File: src/rtl/mem_bus_arbiter_if.sv
// ============================================================================
// Module  : mem_bus_arbiter_if
// Purpose : CPU, debug and memory port bundle shared by the memory arbiter.
// Revision: 1.0
// ============================================================================
`default_nettype none

interface mem_bus_arbiter_if;
    logic        cpu_re_L;
    logic        cpu_we_L;
    logic [15:0] cpu_addr;
    logic [15:0] cpu_wdata;
    logic [15:0] cpu_rdata;
    logic        cpu_stall;
    logic        dbg_req;
    logic        dbg_we;
    logic [15:0] dbg_addr;
    logic [15:0] dbg_wdata;
    logic [15:0] dbg_rdata;
    logic        dbg_ack;
    logic [15:0] mem_addr;
    logic [15:0] mem_wdata;
    logic        mem_re_L;
    logic        mem_we_L;
    logic [15:0] mem_rdata;

    // Arbiter side.
    modport master (
        input  cpu_re_L, cpu_we_L, cpu_addr, cpu_wdata,
        input  dbg_req, dbg_we, dbg_addr, dbg_wdata,
        input  mem_rdata,
        output cpu_rdata, cpu_stall, dbg_rdata, dbg_ack,
        output mem_addr, mem_wdata, mem_re_L, mem_we_L
    );

    // Requester / memory side.
    modport slave (
        output cpu_re_L, cpu_we_L, cpu_addr, cpu_wdata,
        output dbg_req, dbg_we, dbg_addr, dbg_wdata,
        output mem_rdata,
        input  cpu_rdata, cpu_stall, dbg_rdata, dbg_ack,
        input  mem_addr, mem_wdata, mem_re_L, mem_we_L
    );
endinterface

`default_nettype wire

File: src/rtl/mem_bus_arbiter.sv
// ============================================================================
// Module  : mem_bus_arbiter
// Purpose : Shares one wait-stated memory port between the CPU datapath and a
//           debug/DMA requester, with bounded starvation of the debug port.
// Revision: 1.0
// ============================================================================
`default_nettype none

module mem_bus_arbiter #(
    parameter int WAIT_CYCLES  = 2,
    parameter int STARVE_LIMIT = 4
) (
    input  logic              clk_i,
    input  logic              rst_i,
    mem_bus_arbiter_if.master bus
);

    localparam int CW = (WAIT_CYCLES > 0) ? $clog2(WAIT_CYCLES + 1) : 1;
    localparam int SW = $clog2(STARVE_LIMIT + 1);
    localparam logic [CW-1:0] c_cnt_last   = CW'(WAIT_CYCLES);
    localparam logic [SW-1:0] c_starve_max = SW'(STARVE_LIMIT);

    typedef enum logic [1:0] {
        ST_IDLE = 2'd0,
        ST_CPU  = 2'd1,
        ST_DBG  = 2'd2
    } state_e;

    state_e        state_q, state_d;
    logic [CW-1:0] cnt_q, cnt_d;
    logic [SW-1:0] starve_q, starve_d;
    logic [15:0]   addr_q, addr_d;
    logic [15:0]   wdata_q, wdata_d;
    logic [15:0]   cpu_rdata_q, cpu_rdata_d;
    logic [15:0]   dbg_rdata_q, dbg_rdata_d;
    logic          re_l_q, re_l_d;
    logic          we_l_q, we_l_d;

    logic w_cpu_req;
    logic w_last;
    logic w_cpu_last;
    logic w_dbg_last;

    assign w_cpu_req  = ~bus.cpu_re_L | ~bus.cpu_we_L;
    assign w_last     = (cnt_q == c_cnt_last);
    assign w_cpu_last = (state_q == ST_CPU) && w_last;
    assign w_dbg_last = (state_q == ST_DBG) && w_last;

    always_ff @(posedge clk_i or posedge rst_i) begin
        if (rst_i) begin
            state_q     <= ST_IDLE;
            cnt_q       <= '0;
            starve_q    <= '0;
            addr_q      <= '0;
            wdata_q     <= '0;
            cpu_rdata_q <= '0;
            dbg_rdata_q <= '0;
            re_l_q      <= 1'b1;
            we_l_q      <= 1'b1;
        end else begin
            state_q     <= state_d;
            cnt_q       <= cnt_d;
            starve_q    <= starve_d;
            addr_q      <= addr_d;
            wdata_q     <= wdata_d;
            cpu_rdata_q <= cpu_rdata_d;
            dbg_rdata_q <= dbg_rdata_d;
            re_l_q      <= re_l_d;
            we_l_q      <= we_l_d;
        end
    end

    always_comb begin
        state_d     = state_q;
        cnt_d       = cnt_q;
        starve_d    = starve_q;
        addr_d      = addr_q;
        wdata_d     = wdata_q;
        cpu_rdata_d = cpu_rdata_q;
        dbg_rdata_d = dbg_rdata_q;
        re_l_d      = re_l_q;
        we_l_d      = we_l_q;

        case (state_q)
            ST_IDLE: begin
                cnt_d = '0;
                if (w_cpu_req && !(bus.dbg_req && (starve_q == c_starve_max))) begin
                    state_d = ST_CPU;
                    addr_d  = bus.cpu_addr;
                    wdata_d = bus.cpu_wdata;
                    // Both strobes low from the datapath resolves to a write.
                    we_l_d  = bus.cpu_we_L;
                    re_l_d  = ~bus.cpu_we_L;
                    // Reaching here with dbg_req high implies starve is below its limit.
                    if (bus.dbg_req) begin
                        starve_d = starve_q + 1'b1;
                    end
                end else if (bus.dbg_req) begin
                    state_d  = ST_DBG;
                    addr_d   = bus.dbg_addr;
                    wdata_d  = bus.dbg_wdata;
                    we_l_d   = ~bus.dbg_we;
                    re_l_d   = bus.dbg_we;
                    starve_d = '0;
                end
            end
            ST_CPU, ST_DBG: begin
                if (w_last) begin
                    state_d = ST_IDLE;
                    cnt_d   = '0;
                    re_l_d  = 1'b1;
                    we_l_d  = 1'b1;
                    if (!re_l_q) begin
                        if (state_q == ST_CPU) begin
                            cpu_rdata_d = bus.mem_rdata;
                        end else begin
                            dbg_rdata_d = bus.mem_rdata;
                        end
                    end
                end else begin
                    cnt_d = cnt_q + 1'b1;
                end
            end
            default: begin
                state_d = ST_IDLE;
                cnt_d   = '0;
                re_l_d  = 1'b1;
                we_l_d  = 1'b1;
            end
        endcase
    end

    // Read data bypasses straight from memory in the final cycle so MDR can load then.
    assign bus.cpu_stall = w_cpu_req & ~w_cpu_last;
    assign bus.cpu_rdata = (w_cpu_last && !re_l_q) ? bus.mem_rdata : cpu_rdata_q;
    assign bus.dbg_ack   = w_dbg_last;
    assign bus.dbg_rdata = (w_dbg_last && !re_l_q) ? bus.mem_rdata : dbg_rdata_q;
    assign bus.mem_addr  = addr_q;
    assign bus.mem_wdata = wdata_q;
    assign bus.mem_re_L  = re_l_q;
    assign bus.mem_we_L  = we_l_q;

endmodule

`default_nettype wire

File: src/flat_wrapper.sv
// flat-port wrapper written by rule: the top's interface ports become plain ports
module mem_bus_arbiter_flat 
#(
    parameter int WAIT_CYCLES  = 2,
    parameter int STARVE_LIMIT = 4
)
  (clk_i, rst_i, bus_cpu_re_L, bus_cpu_we_L, bus_cpu_addr, bus_cpu_wdata, bus_dbg_req, bus_dbg_we, bus_dbg_addr, bus_dbg_wdata, bus_mem_rdata, bus_cpu_rdata, bus_cpu_stall, bus_dbg_rdata, bus_dbg_ack, bus_mem_addr, bus_mem_wdata, bus_mem_re_L, bus_mem_we_L);
  mem_bus_arbiter_if bus_i ();
  input  logic clk_i;
  input  logic rst_i;
  input wire logic [$bits(bus_i.cpu_re_L)-1:0] bus_cpu_re_L;
  input wire logic [$bits(bus_i.cpu_we_L)-1:0] bus_cpu_we_L;
  input wire logic [$bits(bus_i.cpu_addr)-1:0] bus_cpu_addr;
  input wire logic [$bits(bus_i.cpu_wdata)-1:0] bus_cpu_wdata;
  input wire logic [$bits(bus_i.dbg_req)-1:0] bus_dbg_req;
  input wire logic [$bits(bus_i.dbg_we)-1:0] bus_dbg_we;
  input wire logic [$bits(bus_i.dbg_addr)-1:0] bus_dbg_addr;
  input wire logic [$bits(bus_i.dbg_wdata)-1:0] bus_dbg_wdata;
  input wire logic [$bits(bus_i.mem_rdata)-1:0] bus_mem_rdata;
  output wire logic [$bits(bus_i.cpu_rdata)-1:0] bus_cpu_rdata;
  output wire logic [$bits(bus_i.cpu_stall)-1:0] bus_cpu_stall;
  output wire logic [$bits(bus_i.dbg_rdata)-1:0] bus_dbg_rdata;
  output wire logic [$bits(bus_i.dbg_ack)-1:0] bus_dbg_ack;
  output wire logic [$bits(bus_i.mem_addr)-1:0] bus_mem_addr;
  output wire logic [$bits(bus_i.mem_wdata)-1:0] bus_mem_wdata;
  output wire logic [$bits(bus_i.mem_re_L)-1:0] bus_mem_re_L;
  output wire logic [$bits(bus_i.mem_we_L)-1:0] bus_mem_we_L;
  assign bus_i.cpu_re_L = bus_cpu_re_L;
  assign bus_i.cpu_we_L = bus_cpu_we_L;
  assign bus_i.cpu_addr = bus_cpu_addr;
  assign bus_i.cpu_wdata = bus_cpu_wdata;
  assign bus_i.dbg_req = bus_dbg_req;
  assign bus_i.dbg_we = bus_dbg_we;
  assign bus_i.dbg_addr = bus_dbg_addr;
  assign bus_i.dbg_wdata = bus_dbg_wdata;
  assign bus_i.mem_rdata = bus_mem_rdata;
  assign bus_cpu_rdata = bus_i.cpu_rdata;
  assign bus_cpu_stall = bus_i.cpu_stall;
  assign bus_dbg_rdata = bus_i.dbg_rdata;
  assign bus_dbg_ack = bus_i.dbg_ack;
  assign bus_mem_addr = bus_i.mem_addr;
  assign bus_mem_wdata = bus_i.mem_wdata;
  assign bus_mem_re_L = bus_i.mem_re_L;
  assign bus_mem_we_L = bus_i.mem_we_L;
  mem_bus_arbiter #(.WAIT_CYCLES(WAIT_CYCLES), .STARVE_LIMIT(STARVE_LIMIT)) u_core (.clk_i(clk_i), .rst_i(rst_i), .bus(bus_i));
endmodule
File: config.mk
export PLATFORM = sky130hd
export DESIGN_NAME = mem_bus_arbiter_flat
export DESIGN_NICKNAME = d
export VERILOG_FILES = /design/src/rtl/mem_bus_arbiter_if.sv /design/src/rtl/mem_bus_arbiter.sv /design/src/flat_wrapper.sv
export SDC_FILE = /design/constraint.sdc
export NUM_CORES = 1
export LEC_CHECK = 0
export BUFFER_PORTS_ARGS = -buffer_cell sky130_fd_sc_hd__buf_2
export CAP_MARGIN = 25
export CORE_ASPECT_RATIO = 0.9
export CORE_MARGIN = 5
export CORE_UTILIZATION = 48
export DETAILED_ROUTE_END_ITERATION = 10
export PLACE_DENSITY_LB_ADDON = 0.25
export REMOVE_ABC_BUFFERS = 1
export SKIP_LAST_GASP = 1
export SYNTH_ARGS = -nofsm -noshare
export SYNTH_HDL_FRONTEND = slang
export SYNTH_SLANG_ARGS = --single-unit
export TNS_END_PERCENT = 10
File: constraint.sdc
create_clock -name clk_i -period 2.4 [get_ports clk_i]
set_clock_uncertainty 0.2 [all_clocks]
set_input_delay 0.12 -clock clk_i [delete_from_list [all_inputs] [get_ports clk_i]]
set_output_delay 0.12 -clock clk_i [all_outputs]
set_load 0.005 [all_outputs]
## Word-level counts from Yosys, hierarchy flattened

Cells that the tools add are included.
W data, S select, Z words.

- Flip-flop bits (word level): 73
- Input port bits: 86
- Output and inout port bits: 68
- Logic and storage cells: 63

- $add $sub $neg: 2
- Equal/unequal tests: 6
- Muxes and demuxes: 22
- Bitwise gates (word level): 8
- Reduce and logical (&&, ||, !) cells: 16

Operators with widths:

| operator | number |
|---|---|
| $mux W16 | 6 |
| $mux W2 | 5 |
| $mux W3 | 3 |
| $reduce_and A4 Y1 | 2 |
| $logic_and A1 B1 Y1 | 6 |
| $not A1 Y1 | 6 |
| $reduce_and A2 Y1 | 3 |
| $mux W1 | 5 |
| $eq A2 B2 Y1 const B | 2 |
| $pmux W1 S2 | 2 |
| $pmux W2 S2 | 1 |
| $add A3 B1 Y3 const B | 1 |
| $eq A3 B3 Y1 const B | 1 |
| $ne A3 B2 Y1 const B | 1 |
| $add A2 B1 Y2 const B | 1 |
| $eq A2 B1 Y1 const B | 1 |
| $logic_not A1 Y1 | 2 |
| $logic_not A2 Y1 | 1 |
| $ne A2 B1 Y1 const B | 1 |
| $reduce_bool A2 Y1 | 1 |
| $reduce_or A2 Y1 | 1 |
| $and A1 B1 Y1 | 1 |
| $or A1 B1 Y1 | 1 |

## Longest topological paths before layout

- Word-level depth: 6
- Gate-level depth with buffers: 7
- Gate-level depth less buffers: 5

## Worst setup path before layout

OpenSTA, ideal clock, no wires.

- Path kind: reg-to-reg
- Start: reg u_core.state_q[1]
- End: reg u_core.dbg_rdata_q[0]
- Data arrival time: 1.823 ns
- Required time: 2.075 ns
- Path slack: 0.251 ns
- Cell stages (with the launch flop): 7
- Period minus slack after synthesis: 2.149 ns
- Cell sequence: dfrtp_1 inv_1 ha_1 inv_2 nor4_4 buf_8 mux2_4

- Cells in the longest elaborated chain, start to end: 3
- Elaborated cells on any way between the ends: 5
- Those cells by class: eq/ne: 2; bitwise: 1; reduce/logical: 2

Ends and longest elaborated chain:

| element | RTL line | text |
|---|---|---|
| start: declaration | mem_bus_arbiter.sv:29 | `state_e state_q, state_d;` |
| start signal: assignment | mem_bus_arbiter.sv:61 | `state_q <= state_d;` |
| $eq A2 B1 Y1 / $eq A2 B2 Y1 (equally long branches) | mem_bus_arbiter.sv:84, mem_bus_arbiter.sv:114 |  |
| $reduce_or A2 Y1 / $not A1 Y1 (equally long branches) | -- |  |
| $reduce_and A4 Y1 (no line) (*) | -- |  |
| end signal: assignment | mem_bus_arbiter.sv:67 | `dbg_rdata_q <= dbg_rdata_d;` |
| end: declaration | mem_bus_arbiter.sv:35 | `logic [15:0] dbg_rdata_q, dbg_rdata_d;` |

Mark *: on every way between the ends. The rest lies on a longest branch, timed or not.
A chain may end at the register's enable or synchronous reset.

## Worst setup path in the final report

- Start: reg u_core.starve_q[0]
- End: reg u_core.wdata_q[3] (netlist: u_core.bus.mem_wdata[3])

- Cells in the longest elaborated chain, start to end: 6
- Elaborated cells on any way between the ends: 7
- Those cells by class: eq/ne: 1; mux: 1; reduce/logical: 5

Ends and longest elaborated chain:

| element | RTL line | text |
|---|---|---|
| start: declaration | mem_bus_arbiter.sv:31 | `logic [SW-1:0] starve_q, starve_d;` |
| start signal: assignment | mem_bus_arbiter.sv:63 | `starve_q <= starve_d;` |
| $eq A3 B3 Y1 (*) | mem_bus_arbiter.sv:87 | `if (w_cpu_req && !(bus.dbg_req && (starve_q == c_starve_max))) begin` |
| $logic_and A1 B1 Y1 (*) | mem_bus_arbiter.sv:87 |  |
| $logic_not A1 Y1 (*) | mem_bus_arbiter.sv:87 |  |
| $logic_and A1 B1 Y1 (*) | mem_bus_arbiter.sv:87 |  |
| $reduce_bool A2 Y1 (no line) | -- |  |
| $reduce_and A2 Y1 (no line) | -- |  |
| end signal: assignment | mem_bus_arbiter.sv:65 | `wdata_q <= wdata_d;` |
| end: declaration | mem_bus_arbiter.sv:33 | `logic [15:0] wdata_q, wdata_d;` |

Marked as above.

==> results.yml <==
synthesis:
  synth_edf_count: 0
  synth.distinct_cells: 42
  synth.area.mux_share_pct: 20.53
  synthAdderAreaFrac_pct: 1.694
  synth-xor-area-share_pct: 0
  synth_top_family_by_area: "multiplexers"
  synth_compound_area_share_pct: 13.92
  synth_warnings: 0
  ys_ff_latch: 73
  yosysMostFrequentCell: "dfrtp_1"
  synth_cells: 342
  synthTopCellsByArea: "dfrtp_1 48%, mux2_2 16%, nand2_1 6.8%, a31oi_1 5.8%, a21oi_1 4.5%"
  syn_area_per_cell_um2: 10.80
  seq_area_frac_synth_pct: 49.53
  synth_area_mm2: 0.003694
  synth_top_cell_by_area: "dfrtp_1"
  yosys_most_used_dff: "dfrtp_1"
  ys_async_sr_fraction_pct: 100.0
  synth_top_area_share_pct: 48.10
  yosys.area_share.simple_pct: 10.40
  ys_top_cells_by_count: "71 x dfrtp_1, 67 x nand2_1, 54 x mux2_2, 34 x a31oi_1, 33 x a21oi_1"
timing:
  slew_violations: 0
  whs_ns: 0.06140
  maxSlewHeadroom_pct: 67.86
  min_period_ns: 2.313
  setup_slack_ns: 0.08738
  setup_viol: 0
  finalHoldViolations: 0
  rsz0062_at_grt: "yes"
  worst_slew_pin_slew_ns: 0.4816
  fin_crit_sh_pct: 96.36
  fmaxAchievable_mhz: 432.4
critical_path:
  end_kind: "register"
  critical_path_required_ns: 2.49
  critPathKind: "reg2reg"
  cp-start-kind: "register"
  cpPeakStageDelay_ns: 0.55
  worst_path_max_delay_cell: "dlygate4sd3_1"
  r2r_cells: 7
  arrival_ns: 2.40
  worstPathCellList: "inv_1, ha_1, a32oi_2, buf_6, nand2_1, a31oi_1, dlygate4sd3_1"
  crit_fanout: 33
worst_hold_path:
  holdPathStages: 3
  hold_class: "in2reg"
die:
  die_w_um: 102.5
  die_y_um: 93.22
  core-area_mm2: 0.007507
  die-area_mm2: 0.009552
  io_pins: 154
  start_util_pct: 49.20
  rows: 30
placed_design:
  place.gp.congestion: 0.7798
  dpl.hpwl_mm: 6.950
  dp_slack_ns: 0.2458
  numPortBuffers: 153
global_routing:
  grt_max_degree: 74
  globalRouteOverflowTotal: 0
  grt_pass1_vias: 3960
  grt_pass1_wl_mm: 19.21
  antenna_found_initial: 1
  track_usage_pct: 26.02
outcome:
  status: "finished, final reports clean"
route:
  remaining_drc_errors: 0
  wl_met1_mm: 4.471
  detail_route.vias_per_cell: 5.476
  vias: 3702
  wl_met2_mm: 6.500
  wl_met3_um: 678
  maxUsedRoutingLayer: "met4"
  wl_per_cell_um: 18.12
  wl_mm: 12.25
  ant_nets: 0
  drt_iter0_drc: 156
  first_pass_iters: 5
layout:
  nFillCells: 508
  drive_above_1_share_pct: 43.70
  multiInputGateArea_mm2: 0.001729
  register_area_mm2: 0.001829
  finalNetCount: 665
  area_delta_synth_final_pct: 53.39
clocking:
  cts_setup_buffers: 0
  cts.clk_slew.worst_paths_ns: 0.08
  cts_max_level: 3
  cts.sinks: 73
  clockBufferDepth: 2
  clock-root-buffer: "clkbuf_8"
  cts_tree: "built"
  worstSkewPairLatency_ns: 0.35
  numCtsBuffers: 9
flow_run:
  cap_violations: 0
power_and_ir_drop:
  power.density_mw_per_mm2: 1026
  peakVddDrop_mv: 0.4988
  leakagePower_nw: 2.687
power breakdown:
group	leakage, nW	internal, W	switching [W]
sequential	0.870	0.00179	0.000336
clock	0.120	0.000718	0.000468
combinational	1.70	0.00126	0.00125
layout by cell type (no fill, tap or decap), drive strengths merged, types with 2 or more instances in the layout:
| cell type | n |
|---|---|
| nand3 | 2 |
| nand2 | 67 |
| dfstp | 2 |
| buf | 164 |
| clkbuf | 11 |
| a21o | 2 |
| bufinv | 3 |
| mux2 | 64 |
| a31oi | 34 |
| nor3 | 2 |
| and2 | 4 |
| a21oi | 33 |
| nor3b | 2 |
| dfrtp | 71 |
| nand2b | 3 |
| inv | 7 |
| dlygate4sd3 | 82 |
| ha | 5 |
cells by family after synthesis:
logic type,Yosys count
buf+inv,32
simple gates,84
flops,73
fa+ha+maj,5
compound gates,84
mux,64
metal layers:
metal  vias up  global-route usage, %
met5         -                      0
met4         0                  14.64
met3        52                  7.010
met2       167                  44.73
met1      1791                  28.65
li1       1692                      -
flip-flops by register name, summed over array words and instances (netlist names):
name	cells
u_core.bus.mem_addr	16
u_core.cpu_rdata_q	16
u_core.bus.mem_we_L	1
u_core.starve_q	3
u_core.cnt_q	2
u_core.dbg_rdata_q	16
u_core.state_q	2
u_core.bus.mem_re_L	1
u_core.bus.mem_wdata	16
worst max-delay path: cells and delay by family, from the launching register on:
family,cells,cell delay (ns)
buf+inv,3,0.91
fa+ha+maj,1,0.26
compound gates,2,0.39
flops,1,0.39
simple gates,1,0.09
area by class of cell:
type / instances / share of cell area (%)
Sequential cell: 73 / 32.29
Inverter: 7 / 0.4638
Antenna cell: 1 / 0.04417
Clock inverter: 5 / 1.811
Tap cell: 96 / 2.120
Multi-Input combinational cell: 237 / 30.52
Timing Repair Buffer: 246 / 30.26
Clock buffer: 11 / 2.496
path summary, 6_finish.rpt:
path / startpoint / end / slack (ns)
setup / recovery: u_core.starve_q[0]$_DFFE_PP0P_ / u_core.bus.mem_wdata[3]$_DFFE_PP0P_ / 0.09
hold / removal: bus_dbg_req / u_core.starve_q[0]$_DFFE_PP0P_ / 0.06
setup reg to reg: u_core.starve_q[0]$_DFFE_PP0P_ / u_core.bus.mem_wdata[3]$_DFFE_PP0P_ / 0.09
hold reg to reg: u_core.cnt_q[1]$_DFF_PP0_ / u_core.cnt_q[1]$_DFF_PP0_ / 0.30
max in group asynchronous: rst_i / u_core.bus.mem_re_L$_DFFE_PP1P_ / 1.40
min in group asynchronous: rst_i / u_core.dbg_rdata_q[4]$_DFFE_PP0P_ / 0.25
per-stage QoR:
stage	cells	setup TNS, ns	instance area [um2]	power, W	utilization (%)
2_1_floorplan	317	-2.771	3575	0.003415	-
3_3_place_gp	577	0	4588	0.004340	61.12
3_5_place_dp	577	0	4588	0.004437	61.12
4_1_cts	675	0	5653	0.005758	75.30
5_1_grt	676	-0.01688	5665	0.006160	75.47
6_report	676	0	5665	0.005815	75.47
timing repair:
item | 4_1_cts | 5_1_grt
setup endpoints to repair | 0 | 17
hold buffers | 82 | 0
gates resized for setup | 0 | 3
hold endpoints to repair | 139 | 0
No activity file was read; power rests on OpenSTA's default activity.
